### config.mk
export PLATFORM = sky130hd
export DESIGN_NAME = reg16_file_idu
export DESIGN_NICKNAME = d
export VERILOG_FILES = /design/src/rtl/gbc_cpu_pkg.sv /design/src/rtl/idu16.sv /design/src/rtl/reg16_file_idu.sv
export SDC_FILE = /design/constraint.sdc
export NUM_CORES = 1
export LEC_CHECK = 0
export ABC_AREA = 0
export BUFFER_PORTS_ARGS = -buffer_cell sky130_fd_sc_hd__buf_2
export CELL_PAD_IN_SITES_DETAIL_PLACEMENT = 1
export CELL_PAD_IN_SITES_GLOBAL_PLACEMENT = 2
export CORE_ASPECT_RATIO = 1.2
export CORE_UTILIZATION = 42
export DETAILED_ROUTE_END_ITERATION = 8
export PLACE_DENSITY_LB_ADDON = 0.1
export SLEW_MARGIN = 20
export SYNTH_ARGS = -nofsm -noshare
export SYNTH_HDL_FRONTEND = slang
export SYNTH_SLANG_ARGS = --single-unit
### constraint.sdc
create_clock -name i_Clk -period 6.85 [get_ports i_Clk]
set_clock_uncertainty 0.1 [all_clocks]
set_input_delay 0.3425 -clock i_Clk [delete_from_list [all_inputs] [get_ports i_Clk]]
set_output_delay 0.3425 -clock i_Clk [all_outputs]
set_load 0.005 [all_outputs]
### src/rtl/gbc_cpu_pkg.sv
// gbc_cpu_pkg: shared register-pair/byte indices, IDU op encoding and reset defaults for the CPU datapath
package gbc_cpu_pkg;

    localparam int R16_BC = 0;
    localparam int R16_DE = 1;
    localparam int R16_WZ = 2;
    localparam int R16_HL = 3;
    localparam int R16_SP = 4;
    localparam int R16_PC = 5;

    localparam logic [2:0] R8_B = 3'd0;
    localparam logic [2:0] R8_C = 3'd1;
    localparam logic [2:0] R8_D = 3'd2;
    localparam logic [2:0] R8_E = 3'd3;
    localparam logic [2:0] R8_H = 3'd4;
    localparam logic [2:0] R8_L = 3'd5;
    localparam logic [2:0] R8_W = 3'd6;
    localparam logic [2:0] R8_Z = 3'd7;

    localparam logic [15:0] DEF_RESET_PC = 16'h0000;
    localparam logic [15:0] DEF_RESET_SP = 16'hFFFE;

    // {dec, inc} as driven by microcode on Increment16
    typedef enum logic [1:0] {
        IDU_HOLD = 2'b00,
        IDU_INC  = 2'b01,
        IDU_DEC  = 2'b10,
        IDU_BOTH = 2'b11
    } idu_op_e;

    // Pair that holds a given byte; even byte indices are the high halves
    function automatic int r8_pair(logic [2:0] sel);
        return (sel[2:1] == 2'd0) ? R16_BC :
               (sel[2:1] == 2'd1) ? R16_DE :
               (sel[2:1] == 2'd2) ? R16_HL : R16_WZ;
    endfunction

endpackage

### src/rtl/idu16.sv
// idu16: combinational 16-bit +1/-1 unit; inc and dec together cancel to a pass-through
module idu16
    import gbc_cpu_pkg::*;
(
    input  logic [15:0] src,
    input  logic        inc,
    input  logic        dec,
    output logic [15:0] result
);

    idu_op_e op;

    // Wrap-around arithmetic is intentional: FFFF+1 = 0000, 0000-1 = FFFF
    always_comb begin
        op     = idu_op_e'({dec, inc});
        result = (op == IDU_INC) ? src + 16'd1 :
                 (op == IDU_DEC) ? src - 16'd1 : src;
    end

endmodule

### src/rtl/reg16_file_idu.sv
// reg16_file_idu: 16-bit register file, IDU and address latch; optional GBC_REG16_SEL_CHECK_EN adds o_Sel_Error
module reg16_file_idu
    import gbc_cpu_pkg::*;
#(
    parameter logic [15:0] RESET_PC = DEF_RESET_PC,
    parameter logic [15:0] RESET_SP = DEF_RESET_SP
) (
    input  logic        i_Clk,
    input  logic        i_Reset_n,
    input  logic [5:0]  i_Read16,
    input  logic [5:0]  i_Write16,
    input  logic [1:0]  i_Increment16,
    input  logic        i_Address_Out,
    input  logic        i_IR_Fetch,
    input  logic [7:0]  i_Write8,
    input  logic [7:0]  i_Data8,
    input  logic [2:0]  i_Read8_Sel,
    output logic [7:0]  o_Read8,
    output logic [15:0] o_Address,
    output logic [15:0] o_Bus16
`ifdef GBC_REG16_SEL_CHECK_EN
    ,
    output logic        o_Sel_Error
`endif
);

    logic [15:0] r [6];
    logic [15:0] src;
    int          rd_pair;

    // Source mux: lowest set Read16 bit wins, none selected gives zero
    always_comb begin
        src = i_Read16[R16_BC] ? r[R16_BC] :
              i_Read16[R16_DE] ? r[R16_DE] :
              i_Read16[R16_WZ] ? r[R16_WZ] :
              i_Read16[R16_HL] ? r[R16_HL] :
              i_Read16[R16_SP] ? r[R16_SP] :
              i_Read16[R16_PC] ? r[R16_PC] : 16'h0000;
    end

    idu16 u_idu (
        .src    (src),
        .inc    (i_Increment16[0]),
        .dec    (i_Increment16[1]),
        .result (o_Bus16)
    );

    // Byte read path shows pre-edge register state, no bypass
    always_comb begin
        rd_pair = r8_pair(i_Read8_Sel);
        o_Read8 = i_Read8_Sel[0] ? r[rd_pair][7:0] : r[rd_pair][15:8];
    end

    // Register file update: byte writes first so a same-cycle pair write overrides them
    always_ff @(posedge i_Clk) begin
        if (!i_Reset_n) begin
            for (int p = 0; p < 4; p++) r[p] <= 16'h0000;
            r[R16_SP] <= RESET_SP;
            r[R16_PC] <= RESET_PC;
        end else begin
            for (int s = 0; s < 8; s++) begin
                if (i_Write8[3'(7 - s)]) begin
                    if (s[0]) r[r8_pair(s[2:0])][7:0]  <= i_Data8;
                    else      r[r8_pair(s[2:0])][15:8] <= i_Data8;
                end
            end
            for (int p = 0; p < 5; p++) begin
                if (i_Write16[p]) r[p] <= o_Bus16;
            end
            if (i_Write16[R16_PC])
                r[R16_PC] <= o_Bus16;
            else if (i_IR_Fetch && !i_Address_Out)
                r[R16_PC] <= r[R16_PC] + 16'd1;
        end
    end

    // Address latch: explicit Address_Out beats an opcode fetch
    always_ff @(posedge i_Clk) begin
        if (!i_Reset_n)
            o_Address <= RESET_PC;
        else if (i_Address_Out)
            o_Address <= src;
        else if (i_IR_Fetch)
            o_Address <= r[R16_PC];
    end

`ifdef GBC_REG16_SEL_CHECK_EN
    logic multi_sel;
    logic both_op;

    assign multi_sel = (i_Read16 & (i_Read16 - 6'd1)) != 6'd0;
    assign both_op   = i_Increment16 == IDU_BOTH;

    // Sticky flag for malformed microcode selections, cleared only by reset
    always_ff @(posedge i_Clk) begin
        if (!i_Reset_n)
            o_Sel_Error <= 1'b0;
        else if (multi_sel || both_op)
            o_Sel_Error <= 1'b1;
    end

`ifndef SYNTHESIS
    // Simulation-time report of the same malformed selections
    always_ff @(posedge i_Clk) begin
        if (i_Reset_n && multi_sel) $error("reg16_file_idu: multiple Read16 bits set: %b", i_Read16);
        if (i_Reset_n && both_op) $error("reg16_file_idu: Increment16 inc and dec both set");
    end
`endif
`endif

endmodule

-- Word-level counts from Yosys, hierarchy flattened
Memories as Yosys holds them, arrays and structs flattened.
Index checks and enable logic that the tools add are counted.
- flip-flop bits (word level): 16
- bits in writable memories: 96
- output and inout port bits: 40
- word-level logic and storage cells: 102
- memories: 1
- add/subtract/negate cells: 3
- eq/ne operators: 4
- mux-type cells: 70
- bitwise operators: 19
- reduce and logical (&&, ||, !) cells: 4
- memory list (name ; words ; bits a word ; rd ports ; clocked after memory_dff ; wr ports ; RTL line ; source):
    r ; 6 ; 16 ; 7 ; 0 ; 6 ; reg16_file_idu.sv:27 ; logic [15:0] r [6];
- operators by type and width (cell ; number):
    16-bit 2-to-1 mux ; 13
    8-bit 2-to-1 mux ; 17
    1-bit 2-to-1 mux ; 38
    16-bit by 1-bit adder with 16-bit output (second input constant) ; 2
    1-bit OR ; 19
    16-bit by 1-bit subtractor with 16-bit output (second input constant) ; 1
    2-bit by 1-bit equality test with 1-bit output (second input constant) ; 2
    2-bit equality test (second input constant) ; 2
    2-bit 2-to-1 mux ; 2
    2-bit zero test ; 1
    2-bit nonzero test ; 1
    1-bit logical AND ; 1
    1-bit zero test ; 1

-- Longest topological paths before layout
An unclocked memory read counts as a cell.
- word-level depth: 12
- gate-level depth with buffers: 12
- mapped depth without buffers: 11

-- Cells and area by module
A second synthesis with hierarchy kept.
- cell total of the unflattened synthesis: 647
- area total of the unflattened synthesis: 6976.7 µm²
- by module, submodules not included (module ; times used ; cells each ; area an instance (µm²) ; sequential area each (µm²)):
    reg16_file_idu ; 1 ; 569 ; 6407.4 ; 3203.1
    idu16 ; 1 ; 78 ; 569.3 ; 0.0

-- Worst setup path before layout
No wires, ideal clock.
- kind: in2out
- from: input i_Read16[3]
- to: output o_Bus16[14]
- data arrival time: 2484 ps
- data required time: 6408 ps
- slack: 3923 ps
- stages on the path: 11
- cells stage by stage: buf_2 > a221o_1 > a41oi_2 > ha_1 > nand2_1 > inv_1 > o2111ai_1 > or3_4 > a22oi_4 > xnor2_1 > inv_1
- word-level cells in the longest chain between the ends: 7
- elaborated cells between the ends (all ways): 8
- RTL lines (what ; RTL line ; source):
    start: declaration ; reg16_file_idu.sv:10 ; input logic [5:0] i_Read16,
    16-bit 2-to-1 mux * ; reg16_file_idu.sv:36 ; i_Read16[R16_HL] ? r[R16_HL] :
    16-bit 2-to-1 mux * ; reg16_file_idu.sv:35 ; i_Read16[R16_WZ] ? r[R16_WZ] :
    16-bit 2-to-1 mux * ; reg16_file_idu.sv:34 ; i_Read16[R16_DE] ? r[R16_DE] :
    16-bit 2-to-1 mux * ; reg16_file_idu.sv:33 ; src = i_Read16[R16_BC] ? r[R16_BC] :
    16-bit by 1-bit subtractor with 16-bit output ; idu16.sv:17 ; (op == IDU_DEC) ? src - 16'd1 : src;
    16-bit 2-to-1 mux ; idu16.sv:17 ;
    16-bit 2-to-1 mux * ; idu16.sv:16 ; result = (op == IDU_INC) ? src + 16'd1 :
    end: declaration ; reg16_file_idu.sv:20 ; output logic [15:0] o_Bus16
Mark *: on every way between the ends. The rest lies on a longest branch, timed or not.

-- Worst setup path in the final report
- from: input i_Read16[4]
- to: output o_Bus16[14]
- word-level cells in the longest chain between the ends: 8
- elaborated cells between the ends (all ways): 9
- RTL lines (what ; RTL line ; source):
    16-bit 2-to-1 mux * ; reg16_file_idu.sv:37 ; i_Read16[R16_SP] ? r[R16_SP] :
    16-bit 2-to-1 mux * ; reg16_file_idu.sv:36 ;
    16-bit 2-to-1 mux * ; reg16_file_idu.sv:35 ;
    16-bit 2-to-1 mux * ; reg16_file_idu.sv:34 ;
    16-bit 2-to-1 mux * ; reg16_file_idu.sv:33 ;
    16-bit by 1-bit subtractor with 16-bit output ; idu16.sv:17 ;
    16-bit 2-to-1 mux ; idu16.sv:17 ;
    16-bit 2-to-1 mux * ; idu16.sv:16 ;
Marks and branches as above.

==> out/summary.txt <==
worst hold path type - in2reg
Main synth FF type - edfxtp_1
share of cells above drive strength 1 - 20.1%
Via density - 6.18
# H-tree levels - 3
DRT Pass-1 Iters - 4
met3 WL post-DR - 1.33 mm
highest clock rate - 0.241 GHz
residual DRC count - 0
CTS max path bufs - 2
Placed Instances - 932
postcts setup bufs - 0
Final Cycle Share - 60.5%
Reg clk slew, reported paths - 80 ps
FF-to-FF path depth - 10
Worst Hold Depth - 3
Antenna Diode Count - 0
Leakage - 3.06 nW
hold buffers post-CTS - 0
cts bufs inserted - 9
post-route met1 wirelength - 10.3 mm
final worst slack - 2700 ps
area of the mapped netlist - 7130 sq um
cell row count - 51
CP max stage cell - nor3_1
Core Area - 16400 sq um
Yosys reg bits - 112
pwr dens - 223 nW/um^2
Synth area leaders - edfxtp_1 40%, mux4_2 5.1%, dfxtp_1 4.5%
slew margin rel. - 31.0%
register share of total power - 48.6%
max layer used - met4
Mapped Nets - 733
CTS root buf - clkbuf_16
fillcell total - 1809
hold_ws - 269 ps
largest net degree at the start of global routing - 56
area growth from synthesis to layout - 9.89%
post-CTS sizing - 0
Synth Instances - 691
ys async rst share - 0%
Routed Antenna Nets - 0
worst path required time - 6410 ps
Pins Over Slew Limit - 0
global-route wire length before repair - 35.6 mm
Clk network pwr share - 28.7%
Setup Viol. Count Final - 0
Yosys top cell area share - 40.4%
starting density of the core - 43.5%
count leader, synth - edfxtp_1
Ports - 77
Switch Pwr - 0.542 mW
register area share after synthesis - 44.9%
# port buffers - 72
total track usage - 27.9%
routed length per placed instance - 24.9 um
final core occ - 47.8%
Net count, final - 773
worst slew pin tran - 1030 ps
clock sinks - 112
Cell Chain, Critical Path - buf_2 -> nor2b_4 -> a221o_1 -> a41oi_2 -> inv_1 -> ha_1 -> nand2_1 -> nor3_1 -> nand4_1 -> a22oi_4 -> xnor2_1 -> inv_1 -> buf_2
TritonCTS clock tree - done
status - complete, no violations
max_cap viols - 0
Non-Filler Instances - 948
Place WS - 2550 ps
Mapped Avg Cell Area - 10.3 sq um
WP data arrival - 3700 ps
CP peak stage delay - 450 ps
Synth Warn # - 0
GP Congestion - 0.864
First DRT Iteration DRCs - 519
die area - 17500 sq um
Crit Path Category - in2out
endpoint class of the critical path - output port
Internal Pwr Total - 1.20 mW
Final min period - 4150 ps
Die W - 121 um
total met2 wirelength after detailed routing - 11.3 mm
post-DP HPWL - 17.4 mm
routed wire length - 23.7 mm
post-synth cell types - 71
fraction of power spent switching nets - 31.0%
CP Max Fanout - 21
Final Hold Viols - 0
clock latency on the worst-skew pair - 360 ps
VDD IR-drop max - 0.000124 V
routed via count - 5860
vias in the first global route - 5961
RSZ-0062 raised after global routing - no
crit start category - input port
initial antenna violation count - 0
Post-synth EDFFs - 96
Die Y-Extent - 145 um
cell taking the most area after synthesis - edfxtp_1
grt total ovfl - 0
Comb power frac - 22.7%
Synth top cells by count - 96 x edfxtp_1, 72 x nor2_1, 64 x nand2_1, 29 x nand3_1, 28 x clkbuf_1
TNS Setup - 0 ps
[sequential cells by signal, summed over array words and instances (netlist names)]
register / cells
r: 96
o_Address: 16
[metrics by stage]
step | power (mW) | instance area [sq um]
detailed placement | 1.25 | 7570
global route | 1.81 | 7840
CTS | 1.75 | 7830
global placement | 1.24 | 7570
floorplan | 1.10 | 7130
finish | 1.75 | 7840
[layer usage]
| metal | track usage [%] | vias to the layer above |
|---|---|---|
| met5 | 0 | - |
| met3 | 4.08 | 33 |
| li1 | - | 2658 |
| met1 | 37.1 | 2961 |
| met4 | 10.8 | 0 |
| met2 | 46.0 | 208 |
[logic make-up (layout without fill, tap and decap cells)]
| family | count (synthesis) | after routing | synth area share, % |
|---|---|---|---|
| simple gates | 282 | 282 | 20.6 |
| compound gates | 137 | 137 | 15.5 |
| flops | 112 | 112 | 44.9 |
| buf+inv | 78 | 123 | 4.74 |
| mux | 50 | 50 | 10.1 |
| xor+xnor | 27 | 27 | 3.32 |
| fa+ha+maj | 5 | 5 | 0.877 |
[cell usage in the layout (no fill, tap or decap), types with 6 or more instances in the layout]
master and instances:
edfxtp_1 96, and2_1 13, mux4_2 16, dfxtp_1 16, or3_1 6, mux2_2 15, inv_1 27, o22ai_1 24
clkbuf_16 9, nand3_1 29, and3_1 7, o211a_1 7, nor2b_1 20, xnor2_1 11, a221o_1 13, mux2i_1 18
o21ai_0 11, nor2_1 72, a221oi_1 9, nand4_1 9, a2bb2oi_1 6, xor2_1 16, buf_2 72, nor3_1 7
nand2_1 64, nand3b_1 13, a21oi_1 27, nand2b_1 21
[final timing paths]
path	from	slack, ps	end
min	i_Data8[0]	270	r[3][8]
max reg2reg	r[5][0]	3250	r[5][14]
max	i_Read16[4]	2700	o_Bus16[14]
min reg2reg	o_Address[7]	510	o_Address[7]
[power groups by stage]
stage | sequential, mW | clock [mW] | combinational (mW)
after CTS | 0.847 | 0.506 | 0.395
after floorplan | 0.846 | 0 | 0.256
after global placement | 0.856 | 0 | 0.380
after global routing | 0.854 | 0.529 | 0.427
after detailed placement | 0.862 | 0 | 0.393
final | 0.848 | 0.501 | 0.397
[area by class of cell]
class | count | area, sq um | area share (%)
tap | 212 | 265 | 3.38
clock inverter | 5 | 32.5 | 0.415
clock buffer | 11 | 233 | 2.97
multi-input combinational | 501 | 3600 | 45.9
sequential | 112 | 3200 | 40.9
timing repair buffer | 76 | 390 | 4.98
inverter | 31 | 116 | 1.48
[critical path: cells and delay by family]
kind,cells,cell delay (ps)
AND/OR/NAND/NOR,4,1250
AO/OA/AOI/OAI,3,910
buffers and inverters,4,670
XOR/XNOR,1,360
adder cells (fa/ha/maj),1,170
No activity file was read; power rests on OpenSTA's default activity.
